### src/rtl/pipe_hazard_ctrl_pkg.sv
// Shared types and constants for the pipeline hazard controller.
// The control word packs the five hold bits followed by the four bubble bits.
package pipe_ctrl_pkg;

  typedef enum logic [1:0] {RUN, LU_STALL, MEM_WAIT, HALT} state_e;

  localparam logic [4:0]  REG_ZERO = 5'd0;
  localparam logic [31:0] HALT_SVC = 32'd10;

  typedef struct packed {
    logic pc_hold;
    logic ifid_hold;
    logic idex_hold;
    logic exmem_hold;
    logic memwb_hold;
    logic ifid_bub;
    logic idex_bub;
    logic exmem_bub;
    logic memwb_bub;
  } ctrl_t;

  localparam ctrl_t CTRL_FREE  = 9'b00000_0000;
  localparam ctrl_t CTRL_STALL = 9'b11000_0100;
  localparam ctrl_t CTRL_FLUSH = 9'b00000_1100;
  // The memory-wait and halt words are identical: freeze IF..EX and bubble MEM/WB.
  localparam ctrl_t CTRL_MEMW  = 9'b11110_0001;
  localparam ctrl_t CTRL_HALT  = 9'b11110_0001;
  localparam ctrl_t CTRL_RST   = 9'b00000_1111;

  function automatic logic is_halt_svc(input logic [31:0] v0);
    return v0 == HALT_SVC;
  endfunction

endpackage

### src/rtl/pipe_hazard_ctrl_if.sv
// Handshake bundle between the pipeline datapath and the hazard controller.
// The master side is the controller; PERF_CNT_EN adds the performance counters.
interface pipe_hazard_ctrl_if;

  logic [4:0] id_rs_no;
  logic [4:0] id_rt_no;
  logic       id_rs_used;
  logic       id_rt_used;
  logic       ex_MemRead;
  logic [4:0] ex_Rd_no;
  logic       ex_Effective;
  logic       ex_branch_taken;
  logic       mem_req;
  logic       mem_ready;
  logic       wb_Syscall;
  logic       wb_Effective;
  logic       wb_halt;
  logic       resume;

  logic       PC_Enable;
  logic       IFID_Enable;
  logic       IDEX_Enable;
  logic       EXMEM_Enable;
  logic       MEMWB_Enable;
  logic       IFID_rst;
  logic       IDEX_rst;
  logic       EXMEM_rst;
  logic       MEMWB_rst;
  logic       halted;
  logic       mem_err;
`ifdef PERF_CNT_EN
  logic [31:0] stall_cycles;
  logic [31:0] flush_events;
  logic [15:0] halt_count;
`endif

  modport master (
    input  id_rs_no, id_rt_no, id_rs_used, id_rt_used,
    input  ex_MemRead, ex_Rd_no, ex_Effective, ex_branch_taken,
    input  mem_req, mem_ready, wb_Syscall, wb_Effective, wb_halt, resume,
    output PC_Enable, IFID_Enable, IDEX_Enable, EXMEM_Enable, MEMWB_Enable,
    output IFID_rst, IDEX_rst, EXMEM_rst, MEMWB_rst, halted, mem_err
`ifdef PERF_CNT_EN
    , output stall_cycles, flush_events, halt_count
`endif
  );

  modport slave (
    output id_rs_no, id_rt_no, id_rs_used, id_rt_used,
    output ex_MemRead, ex_Rd_no, ex_Effective, ex_branch_taken,
    output mem_req, mem_ready, wb_Syscall, wb_Effective, wb_halt, resume,
    input  PC_Enable, IFID_Enable, IDEX_Enable, EXMEM_Enable, MEMWB_Enable,
    input  IFID_rst, IDEX_rst, EXMEM_rst, MEMWB_rst, halted, mem_err
`ifdef PERF_CNT_EN
    , input stall_cycles, flush_events, halt_count
`endif
  );

endinterface

### src/rtl/pipe_hazard_ctrl_load_use_detect.sv
// Combinational load-use detector: a load in EX whose destination is read by ID.
// Register zero never creates a dependency.
module load_use_detect
  import pipe_ctrl_pkg::*;
(
  input  logic [4:0] id_rs_no,
  input  logic [4:0] id_rt_no,
  input  logic       id_rs_used,
  input  logic       id_rt_used,
  input  logic       ex_MemRead,
  input  logic [4:0] ex_Rd_no,
  input  logic       ex_Effective,
  output logic       hz
);

  logic rs_dep;
  logic rt_dep;

  assign rs_dep = id_rs_used && (id_rs_no == ex_Rd_no);
  assign rt_dep = id_rt_used && (id_rt_no == ex_Rd_no);
  assign hz     = ex_Effective && ex_MemRead && (ex_Rd_no != REG_ZERO) && (rs_dep || rt_dep);

endmodule

### src/rtl/pipe_hazard_ctrl.sv
// Pipeline hazard sequencer: drives hold/bubble controls for PC and the four pipeline registers.
// Define PERF_CNT_EN to add stall/flush/halt performance counters.
module pipe_hazard_ctrl
  import pipe_ctrl_pkg::*;
#(
  parameter int LU_STALL_CYCLES = 1,
  parameter int MEM_TIMEOUT     = 255,
  parameter int CNT_W           = 8
) (
  input  logic              clk,
  input  logic              rst,
  pipe_hazard_ctrl_if.master bus
);

  localparam logic [CNT_W-1:0] TMO     = CNT_W'(MEM_TIMEOUT);
  localparam logic [CNT_W-1:0] LU_LAST = CNT_W'(LU_STALL_CYCLES - 1);

  state_e           state_r, state_nxt;
  logic [CNT_W-1:0] cnt_r, cnt_nxt;
  logic             mem_err_r, err_set;
  ctrl_t            ctl_run, ctl;
  logic             hz, mw, ht;

  function automatic logic [CNT_W-1:0] sat_inc(input logic [CNT_W-1:0] c);
    return (c == {CNT_W{1'b1}}) ? c : c + 1'b1;
  endfunction

  load_use_detect u_lud (
    .id_rs_no     (bus.id_rs_no),
    .id_rt_no     (bus.id_rt_no),
    .id_rs_used   (bus.id_rs_used),
    .id_rt_used   (bus.id_rt_used),
    .ex_MemRead   (bus.ex_MemRead),
    .ex_Rd_no     (bus.ex_Rd_no),
    .ex_Effective (bus.ex_Effective),
    .hz           (hz)
  );

  assign mw = bus.mem_req && !bus.mem_ready;
  assign ht = bus.wb_Effective && bus.wb_Syscall && bus.wb_halt;

  always_comb begin
    ctl_run   = CTRL_FREE;
    state_nxt = state_r;
    cnt_nxt   = cnt_r;
    err_set   = 1'b0;
    case (state_r)
      RUN, LU_STALL, MEM_WAIT: begin
        if (ht) begin
          ctl_run   = CTRL_HALT;
          state_nxt = HALT;
          cnt_nxt   = '0;
        end else if (mw) begin
          ctl_run = CTRL_MEMW;
          if (state_r != MEM_WAIT) begin
            cnt_nxt   = CNT_W'(1);
            state_nxt = MEM_WAIT;
          end else begin
            cnt_nxt = sat_inc(cnt_r);
            if (cnt_nxt == TMO) begin
              err_set   = 1'b1;
              state_nxt = HALT;
            end
          end
        end else if (state_r == MEM_WAIT) begin
          state_nxt = RUN;
          cnt_nxt   = '0;
        end else if (state_r == LU_STALL) begin
          ctl_run = CTRL_STALL;
          if (cnt_r == LU_LAST) begin
            state_nxt = RUN;
            cnt_nxt   = '0;
          end else begin
            cnt_nxt = sat_inc(cnt_r);
          end
        end else if (bus.ex_branch_taken) begin
          // The ID instruction is squashed, so any load-use hit on it is moot.
          ctl_run = CTRL_FLUSH;
        end else if (hz) begin
          ctl_run = CTRL_STALL;
          if (LU_STALL_CYCLES > 1) begin
            cnt_nxt   = CNT_W'(1);
            state_nxt = LU_STALL;
          end
        end
      end
      default: begin
        ctl_run = CTRL_HALT;
        if (bus.resume) begin
          state_nxt = RUN;
          cnt_nxt   = '0;
        end
      end
    endcase
  end

  // While reset is held the whole pipeline is flushed, independent of the clock.
  assign ctl = rst ? ctl_run : CTRL_RST;

  always_ff @(posedge clk or negedge rst) begin
    if (!rst) begin
      state_r   <= RUN;
      cnt_r     <= '0;
      mem_err_r <= 1'b0;
    end else begin
      state_r <= state_nxt;
      cnt_r   <= cnt_nxt;
      if (err_set) mem_err_r <= 1'b1;
    end
  end

  assign bus.PC_Enable    = ctl.pc_hold;
  assign bus.IFID_Enable  = ctl.ifid_hold;
  assign bus.IDEX_Enable  = ctl.idex_hold;
  assign bus.EXMEM_Enable = ctl.exmem_hold;
  assign bus.MEMWB_Enable = ctl.memwb_hold;
  assign bus.IFID_rst     = ctl.ifid_bub;
  assign bus.IDEX_rst     = ctl.idex_bub;
  assign bus.EXMEM_rst    = ctl.exmem_bub;
  assign bus.MEMWB_rst    = ctl.memwb_bub;
  assign bus.halted       = (state_r == HALT);
  assign bus.mem_err      = mem_err_r;

`ifdef PERF_CNT_EN
  logic [31:0] stall_cycles_r;
  logic [31:0] flush_events_r;
  logic [15:0] halt_count_r;
  logic        flush;

  assign flush = (state_r == RUN) && (ctl_run == CTRL_FLUSH);

  always_ff @(posedge clk or negedge rst) begin
    if (!rst) begin
      stall_cycles_r <= '0;
      flush_events_r <= '0;
      halt_count_r   <= '0;
    end else begin
      if (ctl_run.pc_hold && (state_r != HALT)) stall_cycles_r <= stall_cycles_r + 32'd1;
      if (flush) flush_events_r <= flush_events_r + 32'd1;
      if ((state_nxt == HALT) && (state_r != HALT)) halt_count_r <= halt_count_r + 16'd1;
    end
  end

  assign bus.stall_cycles = stall_cycles_r;
  assign bus.flush_events = flush_events_r;
  assign bus.halt_count   = halt_count_r;
`endif

endmodule

### src/flat_wrapper.sv
// flat-port wrapper written by rule: the top's interface ports become plain ports
module pipe_hazard_ctrl_flat import pipe_ctrl_pkg::*;
#(
  parameter int LU_STALL_CYCLES = 1,
  parameter int MEM_TIMEOUT     = 255,
  parameter int CNT_W           = 8
)
  (clk, rst, bus_id_rs_no, bus_id_rt_no, bus_id_rs_used, bus_id_rt_used, bus_ex_MemRead, bus_ex_Rd_no, bus_ex_Effective, bus_ex_branch_taken, bus_mem_req, bus_mem_ready, bus_wb_Syscall, bus_wb_Effective, bus_wb_halt, bus_resume, bus_PC_Enable, bus_IFID_Enable, bus_IDEX_Enable, bus_EXMEM_Enable, bus_MEMWB_Enable, bus_IFID_rst, bus_IDEX_rst, bus_EXMEM_rst, bus_MEMWB_rst, bus_halted, bus_mem_err);
  pipe_hazard_ctrl_if bus_i ();
  input  logic clk;
  input  logic rst;
  input wire logic [$bits(bus_i.id_rs_no)-1:0] bus_id_rs_no;
  input wire logic [$bits(bus_i.id_rt_no)-1:0] bus_id_rt_no;
  input wire logic [$bits(bus_i.id_rs_used)-1:0] bus_id_rs_used;
  input wire logic [$bits(bus_i.id_rt_used)-1:0] bus_id_rt_used;
  input wire logic [$bits(bus_i.ex_MemRead)-1:0] bus_ex_MemRead;
  input wire logic [$bits(bus_i.ex_Rd_no)-1:0] bus_ex_Rd_no;
  input wire logic [$bits(bus_i.ex_Effective)-1:0] bus_ex_Effective;
  input wire logic [$bits(bus_i.ex_branch_taken)-1:0] bus_ex_branch_taken;
  input wire logic [$bits(bus_i.mem_req)-1:0] bus_mem_req;
  input wire logic [$bits(bus_i.mem_ready)-1:0] bus_mem_ready;
  input wire logic [$bits(bus_i.wb_Syscall)-1:0] bus_wb_Syscall;
  input wire logic [$bits(bus_i.wb_Effective)-1:0] bus_wb_Effective;
  input wire logic [$bits(bus_i.wb_halt)-1:0] bus_wb_halt;
  input wire logic [$bits(bus_i.resume)-1:0] bus_resume;
  output wire logic [$bits(bus_i.PC_Enable)-1:0] bus_PC_Enable;
  output wire logic [$bits(bus_i.IFID_Enable)-1:0] bus_IFID_Enable;
  output wire logic [$bits(bus_i.IDEX_Enable)-1:0] bus_IDEX_Enable;
  output wire logic [$bits(bus_i.EXMEM_Enable)-1:0] bus_EXMEM_Enable;
  output wire logic [$bits(bus_i.MEMWB_Enable)-1:0] bus_MEMWB_Enable;
  output wire logic [$bits(bus_i.IFID_rst)-1:0] bus_IFID_rst;
  output wire logic [$bits(bus_i.IDEX_rst)-1:0] bus_IDEX_rst;
  output wire logic [$bits(bus_i.EXMEM_rst)-1:0] bus_EXMEM_rst;
  output wire logic [$bits(bus_i.MEMWB_rst)-1:0] bus_MEMWB_rst;
  output wire logic [$bits(bus_i.halted)-1:0] bus_halted;
  output wire logic [$bits(bus_i.mem_err)-1:0] bus_mem_err;
  assign bus_i.id_rs_no = bus_id_rs_no;
  assign bus_i.id_rt_no = bus_id_rt_no;
  assign bus_i.id_rs_used = bus_id_rs_used;
  assign bus_i.id_rt_used = bus_id_rt_used;
  assign bus_i.ex_MemRead = bus_ex_MemRead;
  assign bus_i.ex_Rd_no = bus_ex_Rd_no;
  assign bus_i.ex_Effective = bus_ex_Effective;
  assign bus_i.ex_branch_taken = bus_ex_branch_taken;
  assign bus_i.mem_req = bus_mem_req;
  assign bus_i.mem_ready = bus_mem_ready;
  assign bus_i.wb_Syscall = bus_wb_Syscall;
  assign bus_i.wb_Effective = bus_wb_Effective;
  assign bus_i.wb_halt = bus_wb_halt;
  assign bus_i.resume = bus_resume;
  assign bus_PC_Enable = bus_i.PC_Enable;
  assign bus_IFID_Enable = bus_i.IFID_Enable;
  assign bus_IDEX_Enable = bus_i.IDEX_Enable;
  assign bus_EXMEM_Enable = bus_i.EXMEM_Enable;
  assign bus_MEMWB_Enable = bus_i.MEMWB_Enable;
  assign bus_IFID_rst = bus_i.IFID_rst;
  assign bus_IDEX_rst = bus_i.IDEX_rst;
  assign bus_EXMEM_rst = bus_i.EXMEM_rst;
  assign bus_MEMWB_rst = bus_i.MEMWB_rst;
  assign bus_halted = bus_i.halted;
  assign bus_mem_err = bus_i.mem_err;
  pipe_hazard_ctrl #(.LU_STALL_CYCLES(LU_STALL_CYCLES), .MEM_TIMEOUT(MEM_TIMEOUT), .CNT_W(CNT_W)) u_core (.clk(clk), .rst(rst), .bus(bus_i));
endmodule
### config.mk
export PLATFORM = sky130hd
export DESIGN_NAME = pipe_hazard_ctrl_flat
export DESIGN_NICKNAME = d
export VERILOG_FILES = /design/src/rtl/pipe_hazard_ctrl_pkg.sv /design/src/rtl/pipe_hazard_ctrl_if.sv /design/src/rtl/pipe_hazard_ctrl_load_use_detect.sv /design/src/rtl/pipe_hazard_ctrl.sv /design/src/flat_wrapper.sv
export SDC_FILE = /design/constraint.sdc
export NUM_CORES = 1
export LEC_CHECK = 0
export CAP_MARGIN = 25
export CORE_AREA = 2 2 49 51
export CTS_BUF_LIST = sky130_fd_sc_hd__clkbuf_2
export DETAILED_ROUTE_END_ITERATION = 12
export DIE_AREA = 0 0 51 53
export PLACE_DENSITY = 0.85
export REMOVE_ABC_BUFFERS = 1
export SLEW_MARGIN = 20
export SYNTH_ARGS = -nofsm -noshare
export SYNTH_HDL_FRONTEND = slang
export SYNTH_SLANG_ARGS = --single-unit
### constraint.sdc
create_clock -name clk -period 2.75 [get_ports clk]
set_input_delay 0.55 -clock clk [delete_from_list [all_inputs] [get_ports clk]]
set_output_delay 0.55 -clock clk [all_outputs]
set_load 0.05 [all_outputs]
=== After elaboration in Yosys (flattened, before gate mapping) ===
Cells that the tools add are included.

* $add $sub $neg: 1
* Equal/unequal tests: 11
* Multiplexer cells: 31
* Reduce and logical (&&, ||, !) cells: 17

{| class="wikitable"
|+ Operator list
! cell !! number
|-
| 8-bit two-way mux || 9
|-
| 9-bit two-way mux || 8
|-
| 2-bit two-way mux || 9
|-
| 8-bit equality test, second input constant || 2
|-
| 5-bit equality test || 2
|-
| 5-bit by 1-bit inequality test with 1-bit output, second input constant || 2
|-
| 8-bit by 1-bit adder with 8-bit output, second input constant || 1
|-
| 1-bit logical AND || 8
|-
| 8-bit zero test || 1
|-
| 1-bit two-way mux || 5
|-
| 5-bit inequality test, second input constant || 1
|-
| 5-bit nonzero test || 1
|-
| 2-bit equality test, second input constant || 2
|-
| 4-bit AND reduction || 1
|-
| 3-bit OR reduction || 1
|-
| 2-bit by 1-bit equality test with 1-bit output, second input constant || 1
|-
| 2-bit zero test || 1
|-
| 2-bit inequality test, second input constant || 1
|-
| 2-bit AND reduction || 1
|-
| 2-bit nonzero test || 1
|-
| 1-bit zero test || 1
|-
| 1-bit logical OR || 1
|}

* Register bits: 11
* Logic and storage cells: 63

=== Logic depth before layout (Yosys ltp) ===
* Word-level depth: 12
* Mapped depth: 7

=== By module ===
Synthesis repeated with hierarchy kept, for this count alone.

* Cell total of the unflattened synthesis: 135
* Area, all modules: 1123.6 um^2

{| class="wikitable"
|+ Modules (own cells, without submodules)
! module !! times used !! cells an instance !! area each (um^2)
|-
| pipe_hazard_ctrl || 1 || 118 || 988.4
|-
| load_use_detect || 1 || 17 || 135.1
|}

=== Worst setup path before layout ===
Ideal clock, no wire load.

* Path kind: input-to-output
* From: input port bus_ex_Rd_no[0]
* To: output port bus_IDEX_rst
* Data arrival time: 2.248 ns
* Slack: -0.048 ns
* Stages: 5
* Path buffers: 0
* Cells stage by stage: xnor2_1 > nand4_1 > o22ai_1 > a211oi_1 > o31ai_1

* Word-level cells in the longest chain between the ends: 12
* Elaborated cells between the ends (all ways): 16

{| class="wikitable"
|+ Ends and longest elaborated chain
! what !! RTL line !! text
|-
| from (decl) || flat_wrapper.sv:17 || <nowiki>input wire logic [$bits(bus_i.ex_Rd_no)-1:0] bus_ex_Rd_no;</nowiki>
|-
| 5-bit equality test (on tied branches) || pipe_hazard_ctrl_load_use_detect.sv:19, pipe_hazard_ctrl_load_use_detect.sv:20 ||
|-
| 1-bit logical AND (on tied branches) || pipe_hazard_ctrl_load_use_detect.sv:19, pipe_hazard_ctrl_load_use_detect.sv:20 ||
|-
| 1-bit logical OR || pipe_hazard_ctrl_load_use_detect.sv:21 || <nowiki>assign hz = ex_Effective && ex_MemRead && (ex_Rd_no != REG_ZERO) && (rs_dep || rt_dep);</nowiki>
|-
| 1-bit logical AND * || pipe_hazard_ctrl_load_use_detect.sv:21 ||
|-
| 9-bit two-way mux * || pipe_hazard_ctrl.sv:79 || <nowiki>end else if (hz) begin</nowiki>
|-
| 9-bit two-way mux * || pipe_hazard_ctrl.sv:76 || <nowiki>end else if (bus.ex_branch_taken) begin</nowiki>
|-
| 9-bit two-way mux * || pipe_hazard_ctrl.sv:68 || <nowiki>end else if (state_r == LU_STALL) begin</nowiki>
|-
| 9-bit two-way mux * || pipe_hazard_ctrl.sv:65 || <nowiki>end else if (state_r == MEM_WAIT) begin</nowiki>
|-
| 9-bit two-way mux * || pipe_hazard_ctrl.sv:53 || <nowiki>end else if (mw) begin</nowiki>
|-
| 9-bit two-way mux * || pipe_hazard_ctrl.sv:49 || <nowiki>if (ht) begin</nowiki>
|-
| 9-bit two-way mux * || pipe_hazard_ctrl.sv:47 || <nowiki>case (state_r)</nowiki>
|-
| 9-bit two-way mux * || pipe_hazard_ctrl.sv:98 || <nowiki>assign ctl = rst ? ctl_run : CTRL_RST;</nowiki>
|-
| to (decl) || flat_wrapper.sv:32 || <nowiki>output wire logic [$bits(bus_i.IDEX_rst)-1:0] bus_IDEX_rst;</nowiki>
|}

Mark *: on every way between the ends. The rest lies on a longest branch, timed or not.

=== Final worst setup path ===
Ends and elaborated chain as after synthesis.

==> results by group <==
Status
  – Run status: complete, no violations

Global routing
  – Pin count of the biggest net entering global routing: 15
  – First-pass GRT wire length: 4830 um
  – Combined global-route utilization of all metal layers: 0.235
  – Vias in the first global route: 1095
  – Number of antenna violations at the first check in global routing: 0
  – Remaining Overflow, GRT: 0

STA
  – Final setup violating endpoints: 0
  – Final count of pins violating max slew: 0
  – Hold violation count in the final report: 0
  – Final period demand of the worst path: 2.70 ns
  – Clock skew: 0.00123 ns
  – Max Freq: 371 MHz
  – Transition time at the pin with the least slew margin: about 0.50 ns
  – Final worst-path cycle share: 0.980
  – Worst slew slack as a fraction of its limit: 0.665
  – Post-layout worst setup margin: 0.0543 ns
  – Setup TNS: 0 ns

Pwr
  – Pwr dens: 459 nW/um^2
  – Worst VDD drop: 0.341 mV
  – Cell leakage power: a little over 0.6 nW

Clocking
  – Number of gates given a new drive strength after cts: 0
  – Max clock buf depth: 2
  – Clk_lat worst skew: 0.26 ns
  – Library cell used as clock root buffer: sky130_fd_sc_hd__clkbuf_2
  – Setup Fix Bufs, Post-CTS: 0
  – Total clock buffers created by CTS: 3
  – H-tree lvl count: 1
  – Clock sink count: 11
  – Worst-path clk slew: 0.12 ns
  – Clock tree from TritonCTS: done
  – Hold buffers post-CTS: 0

Job
  – Number of max-cap violations: 0

Worst hold path
  – Worst Hold Path EP: u_core.bus.mem_err$_DFFE_PN0P_
  – Worst min-delay path class: reg -> reg
  – Hold path cells: 1
  – Critical hold path startpoint: u_core.bus.mem_err$_DFFE_PN0P_

Logic synthesis
  – Instance count of the mapped netlist: about 130
  – Proportion of synthesized flip-flops having asynchronous set or reset: 1.00
  – Most area-consuming cells after synthesis: sky130_fd_sc_hd__dfrtp_1 27%, sky130_fd_sc_hd__xnor2_1 8.6%, sky130_fd_sc_hd__a21oi_1 5.9%
  – Per-instance average area after synthesis: between 7 and 8 sq um
  – Synthesized area: 1020 sq um
  – Most repeated cell in the gate-level netlist after synthesis: sky130_fd_sc_hd__nand2_1
  – Most numerous cell types in the synthesized netlist: 14 x sky130_fd_sc_hd__nand2_1, 12 x sky130_fd_sc_hd__a21oi_1, 12 x sky130_fd_sc_hd__nor2_1
  – Area share of the leading cell type in the synthesized netlist: 0.271
  – Primary flip-flop cell chosen by synthesis mapping: sky130_fd_sc_hd__dfrtp_1
  – Number of synthesized flops with an enable pin: 0
  – Count of warnings emitted by yosys: 0
  – Number of storage elements in the synthesis netlist: 11
  – Sequential area share after synthesis: 0.271
  – Yosys top cell by area: sky130_fd_sc_hd__dfrtp_1
  – Number of unique standard cell types used by synthesis: 42

Floorplan
  – Number of ports placed on the die boundary: 39
  – DIE AREA: 2700 sq um
  – Die extent in y: around 53 um
  – Std-Cell Core Area: 2150 sq um
  – Die span in x: 51 um
  – Std-Cell Rows: 17
  – Starting Density: 0.473

Drt
  – Routed length per instance: 14.1 um
  – DRC violations left: 0
  – Detailed Route Iter0 Violations: 31
  – Number of nets still failing antenna checks after routing: 0
  – Number of iterations in the first detailed-routing pass: 4
  – Vias after detailed routing: 1119
  – Vias per std cell: 5.68
  – Total wire length after detailed routing: 2770 um

Setup path
  – Worst R2R Setup Slack: slightly below 0.8 ns
  – Highest fanout seen on the critical path: 2
  – Launching element type of the critical path: input port
  – Worst path arrival time: 2.15 ns
  – Data required time of the critical path: 2.20 ns
  – Type of the worst setup path: in -> out
  – Length in cells of the worst reg-to-reg path: 6
  – Nature of the critical path endpoint: output pin
  – Reg-to-Reg End: u_core.bus.mem_err$_DFFE_PN0P_
  – Startpoint of the most critical register-to-register path: u_core.cnt_r[0]$_DFFE_PN0P_

Place
  – Estimated wirelength of the detail-placed design: 2220 um
  – PortBufs: 37
  – Routability congestion estimate: 0.952
  – Pre-CTS setup slack: 0.0123 ns
  – DP Cell Count: 193

Final layout
  – Utilization of the core after routing: 0.699
  – Final net count: 200
  – Layout fillers: 175
  – Diode insertion count for antenna repair: 0
  – Layout cell share with drive strength beyond 1: 0.148
  – Area Growth Syn to Fin: 47.9%
  – Non-filler cells in the finished layout: 197
## per-stage QoR
step / hold WS [ns] / cell area [sq um] / total power [mW]
after floorplan: 0.254 / 956 / 0.417
after global placement: 0.464 / 1470 / 0.574
after detailed placement: 0.470 / 1470 / 0.590
after CTS: 0.506 / 1490 / 0.686
after global routing: 0.529 / 1500 / 0.734
final: 0.500 / 1500 / 0.690
## state kept, by name, indices dropped and copies added (netlist names)
name	flops
u_core.state_r	2
u_core.bus.mem_err	1
u_core.cnt_r	8
## cell type report
| type | count | area (sq um) | area share |
|---|---|---|---|
| clock buffers | 4 | 20.0 | 0.0133 |
| inverters | 6 | 22.5 | 0.0150 |
| multi-input cells | 106 | 669 | 0.445 |
| flip-flops and latches | 11 | 275 | 0.183 |
| well taps | 28 | 35.0 | 0.0233 |
| repair buffers | 42 | 480 | 0.320 |
## kinds of logic after synthesis
| family | Yosys count | synth area share |
|---|---|---|
| flops | 11 | 0.271 |
| simple gates | 58 | 0.312 |
| compound gates | 34 | 0.212 |
| other cells | 1 | 0.00369 |
| xor+xnor | 10 | 0.0862 |
| buf+inv | 14 | 0.0813 |
| mux | 1 | 0.00985 |
| fa+ha+maj | 2 | 0.0246 |
## cell usage in the layout (no fill, tap or decap), types with 2 or more instances in the layout
cell type                          n
sky130_fd_sc_hd__clkdlybuf4s50_1  27
sky130_fd_sc_hd__nand2_1          14
sky130_fd_sc_hd__nor2_1           12
sky130_fd_sc_hd__a21oi_1          12
sky130_fd_sc_hd__dfrtp_1          11
sky130_fd_sc_hd__xnor2_1          10
sky130_fd_sc_hd__nand3_1           9
sky130_fd_sc_hd__buf_12            7
sky130_fd_sc_hd__inv_1             6
sky130_fd_sc_hd__nand4_1           6
sky130_fd_sc_hd__buf_4             6
sky130_fd_sc_hd__o21ai_1           5
sky130_fd_sc_hd__clkbuf_2          4
sky130_fd_sc_hd__and3_1            3
sky130_fd_sc_hd__o31ai_1           2
sky130_fd_sc_hd__and2_1            2
sky130_fd_sc_hd__a31oi_1           2
sky130_fd_sc_hd__ha_1              2
sky130_fd_sc_hd__dlymetal6s2s_1    2
## metal layers
metal,global-route usage,up-vias,part of all wire,wire length [um]
li1,-,543,-,-
met1,0.292,514,0.40,1110
met2,0.420,58,0.52,1440
met3,0.0621,4,0.069,190
met4,0.0270,0,0.0090,25
met5,0,-,0,0
## worst max path at each step
stage	from	to	slack, ns	cells past startpoint
2_1_floorplan	bus_ex_Rd_no[0]	bus_IFID_Enable	-0.35	5
3_3_place_gp	bus_ex_Rd_no[1]	bus_IDEX_rst	0.04	6
3_5_place_dp	bus_ex_Rd_no[3]	bus_IDEX_rst	0.01	6
4_1_cts	bus_ex_Rd_no[3]	bus_IDEX_rst	0.01	6
5_1_grt	bus_ex_Rd_no[0]	bus_IDEX_rst	-0.02	8
6_report	bus_ex_Rd_no[0]	bus_IDEX_rst	0.05	6
## power breakdown
part           switching (mW)  internal [mW]  total, mW
Combinational           0.200          0.178      0.378
Sequential             0.0351          0.179      0.214
Clock                  0.0594         0.0386     0.0980
## critical path: stages
cell and delay (ns):
sky130_fd_sc_hd__clkdlybuf4s50_1 0.41, sky130_fd_sc_hd__or3_1 0.34, sky130_fd_sc_hd__o311a_1 0.37, sky130_fd_sc_hd__a211oi_2 0.18
sky130_fd_sc_hd__o31ai_1 0.09, sky130_fd_sc_hd__buf_4 0.20
Note: power is estimated with default switching activity, not from simulation.
==> RTL edit, RTL diff (same flow settings) <==
`CNT_W` is set to 8 in 2 places; all go to 9.
--- a/src/rtl/pipe_hazard_ctrl.sv
+++ b/src/rtl/pipe_hazard_ctrl.sv
@@ -5,7 +5,7 @@
 #(
   parameter int LU_STALL_CYCLES = 1,
   parameter int MEM_TIMEOUT     = 255,
-  parameter int CNT_W           = 8
+  parameter int CNT_W           = 9
 ) (
   input  logic              clk,
   input  logic              rst,
--- a/src/flat_wrapper.sv
+++ b/src/flat_wrapper.sv
@@ -3,7 +3,7 @@
 #(
   parameter int LU_STALL_CYCLES = 1,
   parameter int MEM_TIMEOUT     = 255,
-  parameter int CNT_W           = 8
+  parameter int CNT_W           = 9
 )
   (clk, rst, bus_id_rs_no, bus_id_rt_no, bus_id_rs_used, bus_id_rt_used, bus_ex_MemRead, bus_ex_Rd_no, bus_ex_Effective, bus_ex_branch_taken, bus_mem_req, bus_mem_ready, bus_wb_Syscall, bus_wb_Effective, bus_wb_halt, bus_resume, bus_PC_Enable, bus_IFID_Enable, bus_IDEX_Enable, bus_EXMEM_Enable, bus_MEMWB_Enable, bus_IFID_rst, bus_IDEX_rst, bus_EXMEM_rst, bus_MEMWB_rst, bus_halted, bus_mem_err);
   pipe_hazard_ctrl_if bus_i ();
Formal check against the unedited RTL: no difference found for any inputs over 10 cycles, from zero or initial values and one cycle with rst low; that may be too few to reach the edited logic, so the function may still have changed.
==> RTL edit against the unedited design <==
- area after synthesis up 1.8%
- design area up 0.17%
- worst setup slack better by 0.048 ns
- sequential cell count up 1
- total power down 28%
- combinational power down 44%
- routed wire length up 4.1%
- clock power down 11%
- sequential share of layout area up 1.6 points
- critical path type unchanged
- critical endpoint is now bus_PC_Enable
==> RTL edit: results (changes against the unedited design) <==
## Status
* finished, final reports clean — outcome, unchanged

## Pwr
* 0.000271 V — worst voltage drop across the vdd grid, was 0.000341 V
* 0.0871 mW — power drawn by the clock network, was 0.0980 mW
* 0.497 mW — overall power consumption, was 0.690 mW
* 330 nW/um^2 — power per cell area, was 459 nW/um^2
* 0.180 mW — Net Switching, was 0.294 mW

## Yosys
* 39 — distinct cell type count of the synthesized netlist, was 42
* sky130_fd_sc_hd__nand2_1 (18), sky130_fd_sc_hd__nor2_1 (13), sky130_fd_sc_hd__dfrtp_1 (12), sky130_fd_sc_hd__nand3_1 (12), sky130_fd_sc_hd__xnor2_1 (10) — most used standard cells in the synthesized netlist, was sky130_fd_sc_hd__nand2_1 (14), sky130_fd_sc_hd__a21oi_1 (12), sky130_fd_sc_hd__nor2_1 (12)
* sky130_fd_sc_hd__dfrtp_1 (29%), sky130_fd_sc_hd__xnor2_1 (8.5%), sky130_fd_sc_hd__nand2_1 (6.5%) — main area contributors after synthesis, was sky130_fd_sc_hd__dfrtp_1 (27%), sky130_fd_sc_hd__xnor2_1 (8.6%), sky130_fd_sc_hd__a21oi_1 (5.9%)

## Place
* 0.891 — final estimated routing congestion in global placement, was 0.952
* 1480 sq um — Post-DP Area, was 1470 sq um
* 2.37 mm — sum of net half-perimeters after detailed placement, was 2.22 mm

## Global route
* 2.54% — grt met3 use, was 6.21%
* 40.9% — met2 demand-to-capacity share in global routing, was 42.0%
* 23.4% — global-route usage over all layers, was 23.5%
* 30.0% — grt met1 use, was 29.2%
* 1,031 — vias in the first global route, was 1,095
* 16 — pin count of the biggest net entering global routing, was 15
* 4.75 mm — wire length of the first global-routing pass, was 4.83 mm

## Detailed routing
* 14.3 microns — post-detailed-route wirelength per cell, was 14.1 microns

## Timing
* 64.5% — worst max-slew margin expressed relative to the limit, was 66.5%
* 0.0111 ns — post-route clock skew, was 0.00123 ns

## Final layout
* 9 — number of flip-flops in the largest register, was 8
* 13.9% — fraction of final layout cells sized beyond drive strength 1, was 14.8%
* 205 — Total Nets Final, was 200

## CTS
* 0.10 ns — clock transition at the register clock pins on the worst setup and hold paths after CTS, was 0.12 ns

## Critical path
* sky130_fd_sc_hd__or3_1 — crit path max-delay cell type, was sky130_fd_sc_hd__clkdlybuf4s50_1
* 0.37 ns — maximum single-stage delay on the critical path, was 0.41 ns
* 2.10 ns — crit path DAT, was 2.15 ns

## RTL edit: logic make-up after synthesis
family                     Yosys count  synth area share (%)
DFF                                 12                  29.0
buffers and inverters               13                  6.17
adders and majority gates            2                  2.42
and+or+nand+nor                     67                  33.4
xor gates and xnor gates            10                  8.46
AOI/OAI and AO/OA                   31                  20.2
other                                1                 0.362
## RTL edit: final timing paths
| path | slack [ns] | cells after the start | start | end |
|---|---|---|---|---|
| min in group asynchronous | 0.64 | 2 | rst | u_core.cnt_r[6] |
| worst min-delay path | 0.49 | 1 | u_core.bus.mem_err | u_core.bus.mem_err |
| worst max-delay path | 0.10 | 6 | bus_ex_Rd_no[1] | bus_PC_Enable |
| max in group asynchronous | 1.96 | 2 | rst | u_core.bus.mem_err |
| worst max register to register | 0.70 | 6 | u_core.cnt_r[0] | u_core.state_r[0] |
| worst min register to register | 0.49 | 1 | u_core.bus.mem_err | u_core.bus.mem_err |
## RTL edit: timing repair
item / CTS / global route
resized for setup: 6 / 1
setup endpoints to repair: 3 / 2
pin swaps: 4 / 1
## RTL edit: metrics by stage
stage / instances / worst slack [ns]
CTS: 201 / 0.0707
floorplan: 128 / -0.405
global route: 201 / 0.0340
finish: 201 / 0.102
detailed placement: 198 / -0.0465
global placement: 198 / 0.0218
## RTL edit: area by class of cell
type,instances,area share [%]
Clock buffer,3,0.998
Timing Repair Buffer,42,30.2
Multi-Input combinational cell,111,45.3
Tap cell,28,2.33
Sequential cell,12,20.0
Inverter,5,1.25
## RTL edit: metal layers
metal | vias up | part of all wire [%]
met5 | - | 0
met4 | 0 | 1.7
met3 | 7 | 5.1
met2 | 39 | 50
met1 | 524 | 43
li1 | 556 | -
